==> src/rtl/sum_engine_pkg.sv <==
// Shared types and defaults for the sum_engine accumulate-loop block.
// Build option: SUM_ENGINE_SATURATE_EN selects a saturating sum instead of a modulo wrap.
package sum_engine_pkg;

  localparam int DEFAULT_WIDTH = 8;

  typedef enum logic [1:0] {
    S_IDLE = 2'd0,
    S_INIT = 2'd1,
    S_LOOP = 2'd2,
    S_OUT  = 2'd3
  } state_t;

endpackage

==> src/rtl/sum_engine_if.sv <==
// Host-facing request/result bundle of sum_engine: a start pulse in, and a
// result with a valid/ready handshake out.
interface sum_engine_if
  import sum_engine_pkg::*;
#(
  parameter int WIDTH = DEFAULT_WIDTH
);

  logic             start;
  logic [WIDTH-1:0] limit;
  logic [WIDTH-1:0] step;
  logic             busy;
  logic             out_valid;
  logic             out_ready;
  logic [WIDTH-1:0] result;
  logic             overflow;
  logic             done;

  modport master (
    output start, limit, step, out_ready,
    input  busy, out_valid, result, overflow, done
  );

  modport slave (
    input  start, limit, step, out_ready,
    output busy, out_valid, result, overflow, done
  );

endinterface

==> src/rtl/sum_engine_dp.sv <==
// Datapath of sum_engine: captured operands, running sum and index, and the
// result/overflow registers. Saturates when SUM_ENGINE_SATURATE_EN is defined.
module sum_engine_dp
  import sum_engine_pkg::*;
#(
  parameter int WIDTH = DEFAULT_WIDTH
) (
  input  logic             clk,
  input  logic             reset,
  input  logic             capture,
  input  logic             init,
  input  logic             accum,
  input  logic             ovf_set,
  input  logic             latch_out,
  input  logic [WIDTH-1:0] limit,
  input  logic [WIDTH-1:0] step,
  output logic             i_le_limit,
  output logic             carry,
  output logic [WIDTH-1:0] result,
  output logic             overflow
);

  logic [WIDTH-1:0] limit_q;
  logic [WIDTH-1:0] step_q;
  logic [WIDTH-1:0] sum;
  logic [WIDTH:0]   i;
  logic             ovf_acc;
  logic [WIDTH:0]   add_full;

  // The index is one bit wider than limit so the step past an all-ones limit
  // lands above it instead of wrapping back to a small value.
  assign add_full   = {1'b0, sum} + {1'b0, i[WIDTH-1:0]};
  assign carry      = add_full[WIDTH];
  assign i_le_limit = (i <= {1'b0, limit_q});

  // NOTE: state updates use non-blocking assignments so every register samples
  // the pre-edge values of the others, independent of statement order.
  always_ff @(posedge clk or posedge reset) begin
    if (reset) begin
      limit_q  <= '0;
      step_q   <= WIDTH'(1);
      sum      <= '0;
      i        <= '0;
      ovf_acc  <= 1'b0;
      result   <= '0;
      overflow <= 1'b0;
    end else begin
      if (capture) begin
        limit_q <= limit;
        step_q  <= (step == '0) ? WIDTH'(1) : step;
      end
      if (init) begin
        sum     <= '0;
        i       <= '0;
        ovf_acc <= 1'b0;
      end else if (accum) begin
`ifdef SUM_ENGINE_SATURATE_EN
        sum <= carry ? '1 : add_full[WIDTH-1:0];
`else
        sum <= add_full[WIDTH-1:0];
`endif
        i <= i + {1'b0, step_q};
        if (ovf_set) ovf_acc <= 1'b1;
      end
      if (latch_out) begin
        result   <= sum;
        overflow <= ovf_acc;
      end
    end
  end

endmodule

==> src/rtl/sum_engine.sv <==
// sum_engine top: control FSM around sum_engine_dp, summing 0, step, 2*step, ...
// up to limit at one term per clock. SUM_ENGINE_SATURATE_EN selects saturation.
module sum_engine
  import sum_engine_pkg::*;
#(
  parameter int WIDTH = DEFAULT_WIDTH
) (
  input  logic          clk,
  input  logic          reset,
  sum_engine_if.slave   bus
);

  state_t state;
  logic   out_valid_q;
  logic   done_q;
  logic   i_le_limit;
  logic   carry;
  logic   capture;
  logic   init;
  logic   accum;
  logic   latch_out;

  assign capture   = (state == S_IDLE) && bus.start;
  assign init      = (state == S_INIT);
  assign accum     = (state == S_LOOP) && i_le_limit;
  assign latch_out = (state == S_LOOP) && !i_le_limit;

  sum_engine_dp #(.WIDTH(WIDTH)) u_dp (
    .clk        (clk),
    .reset      (reset),
    .capture    (capture),
    .init       (init),
    .accum      (accum),
    .ovf_set    (accum && carry),
    .latch_out  (latch_out),
    .limit      (bus.limit),
    .step       (bus.step),
    .i_le_limit (i_le_limit),
    .carry      (carry),
    .result     (bus.result),
    .overflow   (bus.overflow)
  );

  always_ff @(posedge clk or posedge reset) begin
    if (reset) begin
      state       <= S_IDLE;
      out_valid_q <= 1'b0;
      done_q      <= 1'b0;
    end else begin
      done_q <= 1'b0;
      case (state)
        S_IDLE: if (bus.start) state <= S_INIT;
        S_INIT: state <= S_LOOP;
        S_LOOP: begin
          if (!i_le_limit) begin
            out_valid_q <= 1'b1;
            state       <= S_OUT;
          end
        end
        S_OUT: begin
          // A start seen here is dropped: the engine only listens in S_IDLE.
          if (bus.out_ready) begin
            out_valid_q <= 1'b0;
            done_q      <= 1'b1;
            state       <= S_IDLE;
          end
        end
        default: state <= S_IDLE;
      endcase
    end
  end

  assign bus.busy      = (state != S_IDLE);
  assign bus.out_valid = out_valid_q;
  assign bus.done      = done_q;

endmodule
==> src/flat_wrapper.sv <==
// flat-port wrapper written by rule: the top's interface ports become plain ports
module sum_engine_flat import sum_engine_pkg::*;
#(
  parameter int WIDTH = DEFAULT_WIDTH
)
  (clk, reset, bus_start, bus_limit, bus_step, bus_out_ready, bus_busy, bus_out_valid, bus_result, bus_overflow, bus_done);
  sum_engine_if #(.WIDTH(WIDTH)) bus_i ();
  input  logic clk;
  input  logic reset;
  input wire logic [$bits(bus_i.start)-1:0] bus_start;
  input wire logic [$bits(bus_i.limit)-1:0] bus_limit;
  input wire logic [$bits(bus_i.step)-1:0] bus_step;
  input wire logic [$bits(bus_i.out_ready)-1:0] bus_out_ready;
  output wire logic [$bits(bus_i.busy)-1:0] bus_busy;
  output wire logic [$bits(bus_i.out_valid)-1:0] bus_out_valid;
  output wire logic [$bits(bus_i.result)-1:0] bus_result;
  output wire logic [$bits(bus_i.overflow)-1:0] bus_overflow;
  output wire logic [$bits(bus_i.done)-1:0] bus_done;
  assign bus_i.start = bus_start;
  assign bus_i.limit = bus_limit;
  assign bus_i.step = bus_step;
  assign bus_i.out_ready = bus_out_ready;
  assign bus_busy = bus_i.busy;
  assign bus_out_valid = bus_i.out_valid;
  assign bus_result = bus_i.result;
  assign bus_overflow = bus_i.overflow;
  assign bus_done = bus_i.done;
  sum_engine #(.WIDTH(WIDTH)) u_core (.clk(clk), .reset(reset), .bus(bus_i));
endmodule
==> config.mk <==
export PLATFORM = sky130hd
export DESIGN_NAME = sum_engine_flat
export DESIGN_NICKNAME = d
export VERILOG_FILES = /design/src/rtl/sum_engine_pkg.sv /design/src/rtl/sum_engine_if.sv /design/src/rtl/sum_engine_dp.sv /design/src/rtl/sum_engine.sv /design/src/flat_wrapper.sv
export SDC_FILE = /design/constraint.sdc
export NUM_CORES = 1
export LEC_CHECK = 0
export BUFFER_PORTS_ARGS = -buffer_cell sky130_fd_sc_hd__buf_2
export CAP_MARGIN = 20
export CELL_PAD_IN_SITES_DETAIL_PLACEMENT = 0
export CELL_PAD_IN_SITES_GLOBAL_PLACEMENT = 1
export CORE_ASPECT_RATIO = 1.2
export CORE_UTILIZATION = 40
export DETAILED_ROUTE_END_ITERATION = 8
export PLACE_DENSITY_LB_ADDON = 0.1
export SYNTH_ARGS = -nofsm -noshare
export SYNTH_HDL_FRONTEND = slang
export SYNTH_SLANG_ARGS = --single-unit
==> constraint.sdc <==
create_clock -name clk -period 5.2 [get_ports clk]
set_clock_uncertainty 0.05 [all_clocks]
set_input_delay 1.04 -clock clk [delete_from_list [all_inputs] [get_ports clk]]
set_output_delay 1.04 -clock clk [all_outputs]
set_load 0.05 [all_outputs]
==> results_dict.tcl, run 1 <==
set metrics [dict create \
    outcome "complete, no violations" \
    htreeDepth 2 \
    r2r_slack_ns 1.92 \
    path_clk_slew_ns 0.08 \
    critPathKind "flop to flop" \
    worst_pin_slew_ns 0.8441 \
    drive_gt1_share_pct 22.68 \
    cp-start-kind "flop" \
    clock.fmax_mhz 304.8 \
    maxCapViolCount 0 \
    die_h_um 91.40 \
    seq_area_frac_synth_pct 44.20 \
    avgViaCountPerCell 5.088 \
    r2r_start "u_core.u_dp.i[2]" \
    fin_area_mm2 0.003009 \
    hpwl_um 4049 \
    antennaDiodeCount 0 \
    clock_path_buffers 2 \
    switching_power_mw 0.7892 \
    final_common_cell "dfrtp_1" \
    min-delay-start "u_core.u_dp.result[1]" \
    core_mm2 0.006446 \
    critical-path-slowest-cell "a21boi_1" \
    antenna_left 0 \
    mostFrequentLayoutCells "46 x dfrtp_1, 31 x buf_2, 29 x ha_1" \
    final_max_slew_viol_count 0 \
    r2r-end "u_core.state[1]" \
    power_frac_clock_pct 11.8 \
    cts_tree "built" \
    wl_per_cell_um 14.54 \
    whs_path_depth 2 \
    grt_pass1_vias 1949 \
    antenna_found_initial 0 \
    fin_tns_setup_ns 0 \
    grt_max_degree 48 \
    crit_path_end_kind "flop" \
    finalCriticalPeriod_ns 3.280 \
    syn_to_final_growth_pct 12.96 \
    synth_fp_nets 307 \
    root_buffer "clkbuf_8" \
    ctsHoldBuffers 0 \
    cts.repair.resized 0 \
    ir_drop_mv 0.2874 \
    syn_area_per_cell_um2 10.41 \
    cts_setup_buffers 0 \
    synth_seq_cells 47 \
    hold_end "u_core.u_dp.result[1]" \
    crit_family "compound AO/OA/AOI/OAI gates" \
    fin_ws_ns 1.920 \
    fin_util_pct 46.68 \
    worstPathMaxFanout 11 \
    nets 341 \
    placementRows 32 \
    hold_violations 0 \
    path_cells "ha_1 -> a211o_1 -> a221o_1 -> a2111o_1 -> a21boi_1 -> buf_4 -> nor2_1 -> mux2_2" \
    place_ws_ns 1.911 \
    crit_arrival_ns 3.41 \
    synthCells 256 \
    grt_setup_unrepaired "false" \
    cts_buffers 5 \
    vias 1913 \
    p_leak_nw 1.461 \
    dr.pass1.iters 4 \
    fillCellCount 662 \
    grt-ovfl-total 0 \
    hold_path.class "flop to flop" \
    sw_frac_of_total_pct 43.66 \
    synthDistinctLibCells 37 \
    cellPowerDensity_mw_per_mm2 600.7 \
    p_comb_share_pct 53.7 \
    crit_path_max_incr_delay_ns 0.70 \
    reg2reg_depth 8 \
    crit_buf_inv 1 \
    grt_pass1_wl_um 9453 \
    yosysWarnings 0 \
    placed_cell_area_mm2 0.002908 \
    fin_crit_sh_pct 63.08 \
    syn_area_mm2 0.002664 \
    gp_congestion 0.7581 \
    p_int_mw 1.019 \
    die_w_um 76.50 \
    cp.required_ns 5.33 \
    start_util_pct 41.32 \
    dieArea_mm2 0.006991 \
    wl_um 5467 \
    clock_latency_ns 0.30 \
    drt_iter0_drc 56 \
    ios 32 \
    io_buffers 31 \
    maxSlewHeadroom_pct 43.61 \
    seqPwrFrac_pct 34.5 \
    grt_use_total_pct 17.68 \
    finalSetupViolCount 0 \
    drcViolationCount 0 \
    clock-sinks 47 \
]
-- layout make-up --
| type | instances | area (um2) | area share (%) |
|---|---|---|---|
| Multi-Input combinational cell | 181 | 1379 | 45.82 |
| Sequential cell | 47 | 1177 | 39.13 |
| Timing Repair Buffer | 33 | 182.7 | 6.071 |
| Clock buffer | 7 | 76.32 | 2.536 |
| Clock inverter | 1 | 5.005 | 0.1663 |
| Inverter | 22 | 82.58 | 2.744 |
| Tap cell | 85 | 106.4 | 3.534 |
-- stage by stage --
| stage | total power, mW | hold slack [ns] | std cells |
|---|---|---|---|
| floorplan | 1.386 | 0.4101 | 256 |
| global placement | 1.603 | 0.4128 | 367 |
| detailed placement | 1.613 | 0.4201 | 367 |
| CTS | 1.831 | 0.4402 | 375 |
| global route | 1.995 | 0.4790 | 376 |
| finish | 1.808 | 0.4299 | 376 |
-- flip-flops by register name, indices dropped and copies added, names as in the netlist --
| name | flops |
|---|---|
| u_core.u_dp.overflow | 1 |
| u_core.u_dp.step_q | 8 |
| u_core.u_dp.ovf_acc | 1 |
| u_core.u_dp.result | 8 |
| u_core.u_dp.i | 9 |
| u_core.bus.out_valid | 1 |
| u_core.u_dp.sum | 8 |
| u_core.bus.done | 1 |
| u_core.u_dp.limit_q | 8 |
| u_core.state | 2 |
-- per-layer routing --
layer	share of wire (%)	global-route usage (%)	vias to the layer above	routed length, um
met5	0	0	-	0
met4	2.0	6.410	0	112
met3	2.7	3.417	8	149
met2	48	29.65	35	2647
met1	47	22.50	908	2558
li1	-	-	962	-
-- power by group through the flow --
stage          combinational (mW)  sequential, mW  clock (mW)
6_report                    0.971           0.623       0.214
3_5_place_dp                0.980           0.633           0
5_1_grt                      1.11           0.649       0.238
2_1_floorplan               0.675           0.711           0
3_3_place_gp                0.972           0.631           0
4_1_cts                     0.982           0.625       0.224
-- synth_stat cells, drive strengths merged --
cell type | count | area share [%]
dfrtp | 46 | 43
nand2b | 1 | 0.24
o2bb2ai | 1 | 0.33
and3 | 1 | 0.24
ha | 29 | 14
or3 | 2 | 0.47
o21a | 4 | 1.1
o31ai | 1 | 0.28
o21ai | 9 | 1.7
dfstp | 1 | 0.99
a211oi | 7 | 2.0
a21bo | 1 | 0.38
nor3 | 3 | 0.56
inv | 22 | 3.1
nor2 | 17 | 2.4
and4 | 1 | 0.33
a211o | 2 | 0.66
a2111o | 1 | 0.42
fa | 2 | 1.5
xnor2 | 8 | 2.6
and2 | 1 | 0.24
a31oi | 1 | 0.24
clkbuf | 3 | 0.42
nand2 | 25 | 3.5
o21bai | 2 | 0.56
nor4 | 1 | 0.24
o32a | 1 | 0.38
a221o | 1 | 0.38
a21boi | 1 | 0.28
a21oi | 20 | 3.8
and4b | 1 | 0.38
nand3 | 5 | 0.94
mux2 | 24 | 10
buf | 3 | 0.52
o22ai | 3 | 0.70
nor2b | 5 | 1.2
-- tightest hold or removal path, stage by stage, from the launching register on --
cell,delay (ns)
dfrtp_1,0.34
nand2_1,0.04
o21ai_0,0.06
-- worst max-delay path by stage --
stage                startpoint                 end  slack, ns  cells past startpoint
3_5_place_dp   u_core.u_dp.i[2]     u_core.state[1]       1.91                      8
2_1_floorplan  u_core.u_dp.i[2]  u_core.u_dp.sum[6]       2.69                      7
3_3_place_gp   u_core.u_dp.i[1]     u_core.state[1]       1.97                      8
4_1_cts        u_core.u_dp.i[2]     u_core.state[1]       1.87                      8
5_1_grt        u_core.u_dp.i[2]     u_core.state[1]       1.66                      8
6_report       u_core.u_dp.i[2]     u_core.state[1]       1.92                      8
-- cell families (layout without fill, tap and decap cells) --
| group | count (synthesis) | count (layout) | share of synthesized area, % |
|---|---|---|---|
| adder cells (fa/ha/maj) | 31 | 31 | 15.12 |
| buffers and inverters | 28 | 63 | 4.039 |
| XOR/XNOR | 8 | 8 | 2.630 |
| AND/OR/NAND/NOR | 63 | 63 | 10.71 |
| flip-flops | 47 | 47 | 44.20 |
| AO/OA/AOI/OAI | 55 | 55 | 13.15 |
| multiplexers | 24 | 24 | 10.15 |
No activity file was read; power rests on OpenSTA's default activity.
==> inputs of run 2 (changes only) <==
--- a/config.mk
+++ b/config.mk
@@ -5,6 +5,7 @@
 export SDC_FILE = /design/constraint.sdc
 export NUM_CORES = 1
 export LEC_CHECK = 0
+export ABC_AREA = 1
 export BUFFER_PORTS_ARGS = -buffer_cell sky130_fd_sc_hd__buf_2
 export CAP_MARGIN = 20
 export CELL_PAD_IN_SITES_DETAIL_PLACEMENT = 0
==> constraint.sdc (replaced) <==
create_clock -name clk -period 2.9 [get_ports clk]
set_clock_uncertainty 0.05 [all_clocks]
set_input_delay 0.58 -clock clk [delete_from_list [all_inputs] [get_ports clk]]
set_output_delay 0.58 -clock clk [all_outputs]
set_load 0.05 [all_outputs]
==> run 2 against run 1 <==
Power rose by 74%. Sequential power rose by 73%. Largest power group unchanged. Area after synthesis rose by 5.9%. Utilization fell by 0.45 points. Critical endpoint unchanged. Combinational power rose by 70%. Via count rose by 14%. Clock power rose by 95%. First-iteration DRC count rose by 84%. Critical path depth rose by 2. Final cell count rose by 22%.
==> results_dict.tcl, run 2 <==
set metrics [dict create \
    fin_crit_sh_pct 81.20 \
    power_frac_clock_pct 13.3 \
    p_int_mw 1.654 \
    regMostFlops "u_core.u_dp.i" \
    cts.repair.resized 0 \
    synthDistinctLibCells 30 \
    finalSetupViolCount 0 \
    largest_register_ffs 9 \
    hold_path.class "input port to asynchronous set/reset pin" \
    synth_fp_nets 386 \
    p_comb_share_pct 52.4 \
    fin_ws_ns 0.5451 \
    clock_latency_ns 0.30 \
    dp.cells 449 \
    die_w_um 78.67 \
    fin_tns_setup_ns 0 \
    yosysWarnings 0 \
    root_buffer "clkbuf_8" \
    drt_iter0_drc 103 \
    nets 420 \
    crit_arrival_ns 2.51 \
    grt_use_total_pct 18.35 \
    place_ws_ns 0.4872 \
    worst_pin_slew_ns 0.7339 \
    yosysTopAreaCell "dfrtp_1" \
    syn_area_per_cell_um2 8.422 \
    p_leak_nw 1.745 \
    wl_per_cell_um 13.35 \
    vias 2183 \
    clock-sinks 47 \
    synth_edf_count 0 \
    core_mm2 0.006813 \
    grt_pass1_wl_um 10190 \
    finalCriticalPeriod_ns 2.355 \
    final_max_slew_viol_count 0 \
    antenna_left 0 \
    syn_area_mm2 0.002821 \
    antenna_found_initial 0 \
    yosys-top-cells-area "dfrtp_1 41%, ha_1 13%, nand2_1 10%, inv_1 6.1%, nand3_1 5.3%" \
    synth_common_cells "76 x nand2_1, 46 x dfrtp_1, 46 x inv_1" \
    grt_setup_unrepaired "false" \
    cts_tree "built" \
    placementRows 33 \
    r2r-end "u_core.state[1]" \
    finalNonFillerCells 457 \
    cts_setup_buffers 0 \
    grt_max_degree 23 \
    cellPowerDensity_mw_per_mm2 997.7 \
    syn_to_final_growth_pct 11.62 \
    mostFrequentLayoutCells "76 x nand2_1, 46 x dfrtp_1, 45 x inv_1" \
    switching_power_mw 1.488 \
    crit_end "u_core.state[1]" \
    critPathKind "flop to flop" \
    antennaDiodeCount 0 \
    async_reset_ff_share_pct 100.0 \
    avgViaCountPerCell 4.777 \
    ios 32 \
    drcViolationCount 0 \
    io_buffers 31 \
    cp-start-kind "flop" \
    critPathLaunch "u_core.u_dp.i[7]" \
    hpwl_um 4845 \
    clock_path_buffers 2 \
    ctsHoldBuffers 0 \
    synth_seq_cells 47 \
    reg2reg_depth 10 \
    grt_pass1_vias 2210 \
    start_util_pct 41.41 \
    post-synth-top-count-cell "nand2_1" \
    cp.required_ns 3.05 \
    drive_gt1_share_pct 15.14 \
    maxCapViolCount 0 \
    path_clk_slew_ns 0.09 \
    maxSlewHeadroom_pct 50.95 \
    synth_flop_cell "dfrtp_1" \
    dieArea_mm2 0.007395 \
    final_common_cell "nand2_1" \
    ir_drop_mv 0.3983 \
    htreeDepth 2 \
    clock.fmax_mhz 424.6 \
    gp_congestion 0.8797 \
    hold_violations 0 \
    r2r_start "u_core.u_dp.i[7]" \
    synth_top_area_share_pct 40.80 \
    cts_buffers 5 \
    r2r_slack_ns 0.55 \
    seq_area_frac_synth_pct 41.73 \
    worstPathMaxFanout 20 \
    seqPwrFrac_pct 34.3 \
    outcome "complete, no violations" \
    synthCells 335 \
    crit_path_end_kind "flop" \
    wl_um 6102 \
    grt-ovfl-total 0 \
    sw_frac_of_total_pct 47.36 \
    die_h_um 94 \
    dr.pass1.iters 4 \
]
[run 2: final cells by class]
cell class | count | area, um2
clock buffers | 7 | 86.33
well taps | 87 | 108.9
flip-flops and latches | 47 | 1177
inverters | 47 | 176.4
clock inverters | 1 | 5.005
fillers | 691 | 3664
multi-input cells | 233 | 1410
repair buffers | 35 | 185.2
[run 2: routing by layer]
layer  share of wire [%]  GRT usage, %  vias up
met3                 2.6         3.301       12
met2                  52         33.91       34
met1                  43         20.61      988
met5                   0             0        -
li1                    -             -     1149
met4                 2.7         7.099        0
[run 2: worst min-delay path by stage]
stage | start | end | slack, ns | cells after the start
floorplan | u_core.u_dp.ovf_acc | u_core.u_dp.ovf_acc | 0.40 | 2
global placement | u_core.bus.out_valid | u_core.bus.out_valid | 0.40 | 2
detailed placement | u_core.bus.out_valid | u_core.bus.out_valid | 0.41 | 2
CTS | reset | u_core.u_dp.limit_q[6] | 0.18 | 2
global route | reset | u_core.u_dp.step_q[1] | 0.19 | 2
finish | reset | u_core.u_dp.limit_q[1] | 0.17 | 2
[run 2: cell families (layout without fill, tap and decap cells)]
family,Yosys count,after routing,synth area share [%]
AOI/OAI and AO/OA,52,52,9.535
xor gates and xnor gates,12,12,3.725
adders and majority gates,31,31,14.28
buffers and inverters,55,90,8.293
DFF,47,47,41.73
muxes,4,4,1.596
and+or+nand+nor,134,134,20.84
[run 2: power by group through the flow]
stage,logic [mW],registers (mW),clock network (mW)
4_1_cts,1.68,1.08,0.427
3_3_place_gp,1.65,1.09,0
5_1_grt,1.90,1.11,0.453
6_report,1.65,1.08,0.417
2_1_floorplan,1.17,1.21,0
3_5_place_dp,1.67,1.10,0
[run 2: per-stage QoR]
stage / instance area (um2) / hold slack [ns] / utilization [%] / power, mW
final: 3149 / 0.1699 / 46.23 / 3.142
after global routing: 3149 / 0.1921 / 46.23 / 3.462
after CTS: 3149 / 0.1759 / 46.23 / 3.190
after detailed placement: 3058 / 0.4071 / 44.89 / 2.769
after global placement: 3058 / 0.4035 / 44.89 / 2.744
after floorplan: 2821 / 0.3992 / - / 2.383
[run 2: critical path, stage by stage (launching register included)]
cell     delay, ns
dfrtp_1       0.44
ha_1          0.33
nand2_1       0.09
nor2_4        0.12
nand3_1       0.07
nand3_1       0.09
nand2_2       0.16
nand2_1       0.56
nand3_1       0.19
nand2_1       0.10
nand2_1       0.05
==> inputs of run 3 (changes only) <==
==> constraint.sdc (replaced) <==
create_clock -name clk -period 1.95 [get_ports clk]
set_clock_uncertainty 0.05 [all_clocks]
set_input_delay 0.39 -clock clk [delete_from_list [all_inputs] [get_ports clk]]
set_output_delay 0.39 -clock clk [all_outputs]
set_load 0.05 [all_outputs]
==> run 3 against run 2 <==
Cell area increased by 9.0%. Non-clock buffer count increased by 18. Clock power increased by 110%. Maximum frequency increased by 26%. Highest routed layer unchanged.
==> results_dict.tcl, run 3 (synthesis gave the netlist of run 2 again) <==
set metrics [dict create \
    cts_tree "built" \
    avgViaCountPerCell 4.861 \
    cp-start-kind "flop" \
    fin_area_mm2 0.003433 \
    htreeDepth 2 \
    critical-path-slowest-cell "dfrtp_1" \
    crit_family "adder cells" \
    placementRows 33 \
    crit_arrival_ns 2.06 \
    cts_buffers 5 \
    ir_drop_mv 0.5565 \
    dieArea_mm2 0.007395 \
    wl_per_cell_um 13.29 \
    grt_max_degree 28 \
    start_util_pct 41.41 \
    r2r_slack_ns 0.08 \
    ctsHoldBuffers 0 \
    grt_pass1_wl_um 10510 \
    io_buffers 31 \
    hold_path.class "input port to asynchronous set/reset pin" \
    r2r-end "u_core.u_dp.ovf_acc" \
    maxCapViolCount 0 \
    cp.required_ns 2.15 \
    clock_latency_ns 0.30 \
    drt_iter0_drc 56 \
    syn_to_final_growth_pct 21.69 \
    finalCriticalPeriod_ns 1.865 \
    dr.pass1.iters 4 \
    crit_top_cell "nand2_1" \
    placed_cell_area_mm2 0.003223 \
    reg2reg_depth 12 \
    grt-ovfl-total 0 \
    r2r_start "u_core.u_dp.i[0]" \
    nets 438 \
    clock.fmax_mhz 536.1 \
    hold_violations 0 \
    mostFrequentLayoutCells "74 x nand2_1, 46 x dfrtp_1, 41 x inv_1" \
    vias 2309 \
    die_w_um 78.67 \
    fillCellCount 690 \
    drive_gt1_share_pct 23.20 \
    cellPowerDensity_mw_per_mm2 1547 \
    ios 32 \
    regMostFlops "u_core.u_dp.i" \
    p_leak_nw 1.863 \
    antenna_left 0 \
    finalSetupViolCount 0 \
    worstPathMaxFanout 4 \
    final_max_slew_viol_count 0 \
    grt_pass1_vias 2208 \
    root_buffer "clkbuf_8" \
    crit_path_end_kind "flop" \
    gp_congestion 0.7915 \
    drcViolationCount 0 \
    crit_buf_inv 1 \
    power_mw 5.310 \
    path_clk_slew_ns 0.09 \
    grt_setup_unrepaired "true" \
    hpwl_um 4837 \
    critPathKind "flop to flop" \
    outcome "complete, no violations" \
    antenna_found_initial 0 \
    grt_use_total_pct 18.75 \
    clock-sinks 47 \
    largest_register_ffs 9 \
    clock_path_buffers 2 \
    fin_crit_sh_pct 95.66 \
    maxSlewHeadroom_pct 68.70 \
    die_h_um 94 \
    antennaDiodeCount 0 \
    wl_um 6311 \
    path_cells "ha_2 -> inv_1 -> fa_1 -> o21ai_2 -> nand2_1 -> nand2_1 -> nand2_1 -> nand2_1 -> nand2_1 -> nand2_1 -> nand2_1 -> nand2_1" \
    final_common_cell "nand2_1" \
    worst_pin_slew_ns 0.4683 \
    core_mm2 0.006813 \
    crit_path_max_incr_delay_ns 0.42 \
]
[run 3: where the power goes]
group | switching, mW | internal, mW
clock | 0.343 | 0.513
combinational | 1.79 | 1.10
sequential | 0.217 | 1.34
total | 2.35 | 2.96
[run 3: routing by layer]
| metal | track usage [%] | vias up | routed length (um) |
|---|---|---|---|
| met1 | 21.92 | 1075 | 2777 |
| met3 | 3.204 | 7 | 149 |
| li1 | - | 1195 | - |
| met4 | 4.630 | 0 | 66 |
| met2 | 35.00 | 32 | 3317 |
| met5 | 0 | - | 0 |
[run 3: how the worst max path moves through the flow]
stage,from,end,cells after the start,slack [ns]
2_1_floorplan,u_core.u_dp.step_q[0],u_core.u_dp.i[8],10,0.20
3_3_place_gp,u_core.u_dp.i[0],u_core.u_dp.ovf_acc,12,-0.05
3_5_place_dp,u_core.u_dp.i[0],u_core.u_dp.ovf_acc,12,-0.06
4_1_cts,u_core.u_dp.i[0],u_core.u_dp.ovf_acc,12,0.009
5_1_grt,u_core.u_dp.i[0],u_core.u_dp.ovf_acc,12,-0.06
6_report,u_core.u_dp.i[0],u_core.u_dp.ovf_acc,12,0.08
[run 3: per-stage QoR]
step | util (%) | TNS [ns] | instances | setup WS, ns | hold WS [ns]
finish | 50.39 | 0 | 475 | 0.08473 | 0.03344
global route | 50.39 | -0.08509 | 475 | -0.06211 | 0.06391
CTS | 49.29 | 0 | 474 | 0.009151 | 0.04314
detailed placement | 47.31 | -0.07113 | 466 | -0.05918 | 0.3837
global placement | 47.31 | -0.05320 | 466 | -0.04860 | 0.3799
floorplan | - | 0 | 335 | 0.2007 | 0.3992
[run 3: area by class of cell]
cell class,instances,area (um2),share of cell area [%]
sequential,47,1177,34.29
multi-input combinational,233,1473,42.89
inverter,47,176.4,5.138
timing repair buffer,53,365.4,10.64
clock buffer,6,72.57,2.114
tap,87,108.9,3.171
clock inverter,2,60.06,1.749
[run 3: repair_timing]
| action | 4_1_cts | 5_1_grt |
|---|---|---|
| endpoints found under the hold margin | 0 | 0 |
| resized for setup | 2 | 18 |
| buffers inserted | 0 | 1 |
| pin swaps | 0 | 5 |
| endpoints found under the setup margin | 3 | 29 |
